$ cat config.mk
export PLATFORM = sky130hd
export DESIGN_NAME = dac_segment_encoder
export DESIGN_NICKNAME = d
export VERILOG_FILES = /design/src/rtl/dac_segment_encoder.sv
export SDC_FILE = /design/constraint.sdc
export NUM_CORES = 1
export LEC_CHECK = 0
export CELL_PAD_IN_SITES_DETAIL_PLACEMENT = 1
export CELL_PAD_IN_SITES_GLOBAL_PLACEMENT = 2
export CORE_ASPECT_RATIO = 1.2
export CORE_MARGIN = 3
export CORE_UTILIZATION = 25
export CTS_CLUSTER_DIAMETER = 60
export DETAILED_ROUTE_END_ITERATION = 10
export HOLD_SLACK_MARGIN = 0.06
export PLACE_DENSITY_LB_ADDON = 0.05
export SLEW_MARGIN = 20
export SYNTH_ARGS = -nofsm -noshare
export SYNTH_HDL_FRONTEND = slang
export SYNTH_SLANG_ARGS = --single-unit
$ cat constraint.sdc
create_clock -name clk -period 1.8 [get_ports clk]
set_input_delay 0.27 -clock clk [delete_from_list [all_inputs] [get_ports clk]]
set_output_delay 0.27 -clock clk [all_outputs]
set_load 0.005 [all_outputs]
$ cat src/rtl/dac_segment_encoder.sv
// dac_segment_encoder: front stage of the segmented current-steering DAC.
// Splits a 12-bit unsigned sample into NBIN binary LSB controls and NTHERM
// unary MSB controls (plus complements), saturating at full scale, through a
// two-stage registered pipeline. A small FSM sequences the driver pdb line so
// the cells only ever switch while powered: zero code during wake-up and drain.
//
// Optional build macro: DAC_SEG_DEM_EN
//   defined   -> data-weighted averaging: a rotating pointer selects which
//                unary elements carry the m ones.
//   undefined -> fixed thermometer mapping, no pointer register.
//
// State table
//   state     | meaning
//   ST_OFF    | driver powered down (pdb=0), code forced to zero
//   ST_WAKE   | pdb=1, zero code while the driver settles for WAKE_CYC cycles
//   ST_ACTIVE | ready=1, samples flow through the pipeline
//   ST_DRAIN  | pdb=1, zero code for DRAIN_CYC cycles before powering down
module dac_segment_encoder #(
  parameter int NBIN      = 7,
  parameter int NTHERM    = 17,
  parameter int CODE_W    = 12,
  parameter int WAKE_CYC  = 8,
  parameter int DRAIN_CYC = 4
) (
  input  logic              clk,
  input  logic              rst,
  input  logic              en,
  input  logic [CODE_W-1:0] code_in,
  input  logic              code_valid,
  output logic              ready,
  output logic              sat,
  output logic [NBIN-1:0]   datain,
  output logic [NBIN-1:0]   datainb,
  output logic [NTHERM-1:0] datatherm,
  output logic [NTHERM-1:0] datathermb,
  output logic              pdb
);

  localparam int FS    = NTHERM * (1 << NBIN) + (1 << NBIN) - 1;
  localparam int M_W   = CODE_W - NBIN;
  localparam int CNT_MAX = (WAKE_CYC > DRAIN_CYC) ? WAKE_CYC : DRAIN_CYC;
  localparam int CNT_W = $clog2(CNT_MAX) + 1;

  typedef enum logic [1:0] {
    ST_OFF    = 2'd0,
    ST_WAKE   = 2'd1,
    ST_ACTIVE = 2'd2,
    ST_DRAIN  = 2'd3
  } state_t;

  state_t             state;
  logic [CNT_W-1:0]   cnt;
  logic [CODE_W-1:0]  s1_code;
  logic [CODE_W-1:0]  code_sat;
  logic               over_fs;
  logic               accept;
  logic [M_W-1:0]     m_s1;
  logic [NTHERM-1:0]  therm_nxt;

  // Clamp the incoming sample to full scale; accept only while ACTIVE and enabled.
  always_comb begin
    over_fs  = (code_in > CODE_W'(FS));
    code_sat = over_fs ? CODE_W'(FS) : code_in;
    accept   = (state == ST_ACTIVE) && en && code_valid;
  end

  // Power sequencing FSM with registered pdb/ready.
  always_ff @(posedge clk) begin
    if (rst) begin
      state <= ST_OFF;
      cnt   <= '0;
      pdb   <= 1'b0;
      ready <= 1'b0;
    end else begin
      case (state)
        ST_OFF: begin
          if (en) begin
            state <= ST_WAKE;
            cnt   <= '0;
            pdb   <= 1'b1;
          end
        end
        ST_WAKE: begin
          if (!en) begin
            state <= ST_OFF;
            pdb   <= 1'b0;
          end else if (cnt == CNT_W'(WAKE_CYC - 1)) begin
            state <= ST_ACTIVE;
            ready <= 1'b1;
          end else begin
            cnt <= cnt + CNT_W'(1);
          end
        end
        ST_ACTIVE: begin
          if (!en) begin
            state <= ST_DRAIN;
            cnt   <= '0;
            ready <= 1'b0;
          end
        end
        ST_DRAIN: begin
          // en is deliberately ignored here; a drain always completes
          if (cnt == CNT_W'(DRAIN_CYC - 1)) begin
            state <= ST_OFF;
            pdb   <= 1'b0;
          end else begin
            cnt <= cnt + CNT_W'(1);
          end
        end
        default: begin
          state <= ST_OFF;
          cnt   <= '0;
          pdb   <= 1'b0;
          ready <= 1'b0;
        end
      endcase
    end
  end

  // Stage 1: capture the clamped sample and saturation flag, or force zero outside ACTIVE.
  always_ff @(posedge clk) begin
    if (rst) begin
      s1_code <= '0;
      sat     <= 1'b0;
    end else if (state != ST_ACTIVE || !en) begin
      s1_code <= '0;
    end else if (accept) begin
      s1_code <= code_sat;
      sat     <= over_fs;
    end
  end

  assign m_s1 = s1_code[CODE_W-1:NBIN];

`ifdef DAC_SEG_DEM_EN
  localparam int PTR_W = $clog2(NTHERM);

  logic [PTR_W-1:0] ptr;
  logic [PTR_W-1:0] s1_ptr;
  logic [PTR_W:0]   ptr_sum;
  logic [PTR_W-1:0] ptr_nxt;
  logic             off_entry;

  // Next rotation pointer: advance by the accepted sample's unary count, modulo NTHERM.
  always_comb begin
    ptr_sum   = {1'b0, ptr} + (PTR_W + 1)'(code_sat[CODE_W-1:NBIN]);
    ptr_nxt   = (ptr_sum >= (PTR_W + 1)'(NTHERM)) ?
                PTR_W'(ptr_sum - (PTR_W + 1)'(NTHERM)) : PTR_W'(ptr_sum);
    off_entry = ((state == ST_WAKE) && !en) ||
                ((state == ST_DRAIN) && (cnt == CNT_W'(DRAIN_CYC - 1)));
  end

  // Rotation pointer; the start index for each sample travels with it in stage 1.
  always_ff @(posedge clk) begin
    if (rst || off_entry) begin
      ptr    <= '0;
      s1_ptr <= '0;
    end else if (accept) begin
      ptr    <= ptr_nxt;
      s1_ptr <= ptr;
    end
  end

  // Select m consecutive elements starting at the sample's pointer, wrapping at NTHERM.
  always_comb begin
    therm_nxt = '0;
    for (int i = 0; i < NTHERM; i++) begin
      int off;
      off = i - int'(s1_ptr);
      if (off < 0) off = off + NTHERM;
      therm_nxt[i] = (off < int'(m_s1));
    end
  end
`else
  // Fixed thermometer: the lowest m elements are on.
  always_comb begin
    therm_nxt = '0;
    for (int i = 0; i < NTHERM; i++) begin
      therm_nxt[i] = (M_W'(i) < m_s1);
    end
  end
`endif

  // Stage 2: registered driver controls; they hold while stage 1 holds.
  always_ff @(posedge clk) begin
    if (rst) begin
      datain    <= '0;
      datatherm <= '0;
    end else begin
      datain    <= s1_code[NBIN-1:0];
      datatherm <= therm_nxt;
    end
  end

  assign datainb    = ~datain;
  assign datathermb = ~datatherm;

endmodule
==> flow_summary.ini <==
[routing]
wirelength_um = 4380
antenna_left = 0
dr.pass1.iters = 3
vias = 1482
drtIter0Drc = 42
viasPerCell = 4.41
drc_errors = 0
drt-wirelength-per-cell_um = 13.0

[min_path]
min_path_cells = 1
hold_path_class = flip-flop to flip-flop

[clock_tree]
post_cts_buffers = 0
root_buffer = clkbuf_8
cts_resized = 0
holdBufCountCts = 0
cts_buffers = 5
cts_tree = yes
cts.sinks = 45
clockBufferDepth = 2
clk_latency_ns = 0.29
h-tree-depth = 2
clkTransAtPathRegs_ns = 0.08

[finish]
drive_gt1_share_pct = 7.57
area_growth_pct = 46.4
fin_util_pct = 38.7
diodes = 0
nNetsFinal = 267
fillCellCount = 762

[yosys]
syn-num-nets = 200
synth_ff_type = dfxtp_1
ys_seq_elements = 45
avgSynthCellArea_um2 = 9.55
yosys_warnings = 0
seq_area_frac_synth_pct = 51.5
yosysUniqueCellTypes = 38
netlist_area_mm2 = 0.00175
synth-edff-count = 0
netlist_instances = 183
synth-async-reset-ratio_pct = 0

[worst_setup_path]
crit_path_end_kind = output port
timing.rr.start = state[0]
critPathKind = flip-flop to output port
cp-startpoint = datatherm[7]
r2r_slack_ns = 0.39
reg2regPathDepth = 4
worstPathArrival_ns = 1.15
r2r-end = cnt[3]
worstSetupStartpointType = flip-flop
cp_max_fo = 2
cp-endpoint = datathermb[7]
worst_ep_required_time_ns = 1.53

[floorplanning]
ios = 67
coreArea_mm2 = 0.00661
die_x_um = 82.3
die_area_mm2 = 0.00804
num_rows = 32
start_util_pct = 26.5
die_h_um = 97.6

[sta]
fin_tns_setup_ns = 0
setup_viol = 0
grt_setup_unrepaired = false
slew_headroom_pct = 69.6
skew_ns = 0.00477
fin_crit_ns = 1.42
slew_violations = 0
timing.hold.ws_ns = 0.468
tightest_slew_ns = 0.455
max_freq_mhz = 702
min_period_over_period_pct = 79.1
hold_viol = 0

[global_routing]
grt_max_degree = 15
track_usage_pct = 11.6
grt-ovfl-total = 0
antenna_found_initial = 0
grt_pass1_vias = 1550
grt_pass1_wl_um = 7350

[power_and_ir_drop]
vdd.ir_drop.worst_v = 0.000362
power.density_mw_per_mm2 = 660
cellLeakagePower_nw = 0.933

[run]
maxCapViolations = 0

[outcome]
status = finished, final reports clean

[place]
io_buffers = 66
gp_congestion = 0.733
post-dp-hpwl_um = 3380
-- registers in the layout (all words and copies together) (netlist names), named ones only --
signal,cells
cnt,4
datain,7
datatherm,17
pdb,1
ready,1
s1_code,12
sat,1
state,1
-- final cells by class --
cell class,instances,area (um2),area share [%]
clock buffer,8,80.1,3.13
inverter,28,105,4.11
multi-input combinational,98,661,25.8
sequential,45,901,35.2
tap,85,106,4.16
timing repair buffer,72,706,27.6
-- Yosys cell counts (2+ instances only) --
master | count | area (um2)
inv_1 | 28 | 105
mux2i_1 | 2 | 20.0
a31oi_1 | 2 | 12.5
nand3_1 | 4 | 20.0
o21ai_0 | 3 | 15.0
a21oi_1 | 17 | 85.1
nor2_1 | 18 | 67.6
nor3b_1 | 4 | 30.0
o221a_1 | 8 | 90.1
clkbuf_1 | 3 | 11.3
buf_2 | 2 | 10.0
nand2b_1 | 2 | 12.5
nor2b_1 | 7 | 43.8
a21o_1 | 3 | 22.5
dfxtp_1 | 45 | 901
buf_6 | 3 | 33.8
nor3_1 | 3 | 15.0
nand2_1 | 5 | 18.8
nand3b_1 | 3 | 22.5
buf_4 | 3 | 22.5
-- stage by stage --
step | setup WS [ns] | std cells | area [um2] | total power [mW]
finish | 0.376 | 336 | 2560 | 1.69
global route | 0.279 | 336 | 2560 | 1.77
CTS | 0.352 | 336 | 2560 | 1.72
detailed placement | 0.123 | 328 | 2480 | 1.12
global placement | 0.149 | 328 | 2480 | 1.12
floorplan | 0.523 | 183 | 1750 | 1.07
-- cells in the final DEF (no fill, tap or decap), types with 3 or more instances in the layout --
| master | instances |
|---|---|
| nor2b_1 | 7 |
| a21oi_1 | 17 |
| nand2_1 | 5 |
| buf_4 | 6 |
| nor2_1 | 18 |
| nor3_1 | 3 |
| dfxtp_1 | 45 |
| o221a_1 | 8 |
| nand3b_1 | 3 |
| nor3b_1 | 4 |
| a21o_1 | 3 |
| nand3_1 | 4 |
| clkdlybuf4s50_1 | 66 |
| inv_1 | 28 |
| clkbuf_1 | 3 |
| o21ai_0 | 3 |
| clkbuf_8 | 5 |
-- critical path, stage by stage, from the launching register on --
cell and delay (ns):
dfxtp_1 0.32, inv_1 0.05, clkdlybuf4s50_1 0.49
-- worst min path at each step --
stage	startpoint	endpoint	slack, ns
floorplan	rst	datatherm[7]	0.38
global placement	s1_code[3]	datain[3]	0.45
detailed placement	pdb	pdb	0.46
CTS	s1_code[4]	datain[4]	0.47
global route	s1_code[5]	datain[5]	0.48
finish	s1_code[4]	datain[4]	0.47
-- power by group --
part / switching, mW / leakage (nW) / internal, mW
clock: 0.320 / 0.0395 / 0.276
sequential: 0.00541 / 0.363 / 0.998
combinational: 0.0398 / 0.530 / 0.0490
-- layer usage --
| metal | track usage, % | routed length, um | vias up |
|---|---|---|---|
| li1 | - | - | 741 |
| met1 | 12.3 | 1730 | 700 |
| met2 | 21.5 | 2390 | 37 |
| met3 | 2.97 | 208 | 4 |
| met4 | 3.84 | 46 | 0 |
| met5 | 0 | 0 | - |
-- logic make-up (layout without fill, tap and decap cells) --
group | Yosys count | count (layout) | share of synthesized area, %
AND/OR/NAND/NOR | 53 | 53 | 17.1
flip-flops | 45 | 45 | 51.5
AO/OA/AOI/OAI | 41 | 41 | 18.3
buffers and inverters | 40 | 108 | 10.7
multiplexers | 2 | 2 | 1.15
adder cells (fa/ha/maj) | 1 | 1 | 0.716
XOR/XNOR | 1 | 1 | 0.501
No activity file was read; power rests on OpenSTA's default activity.
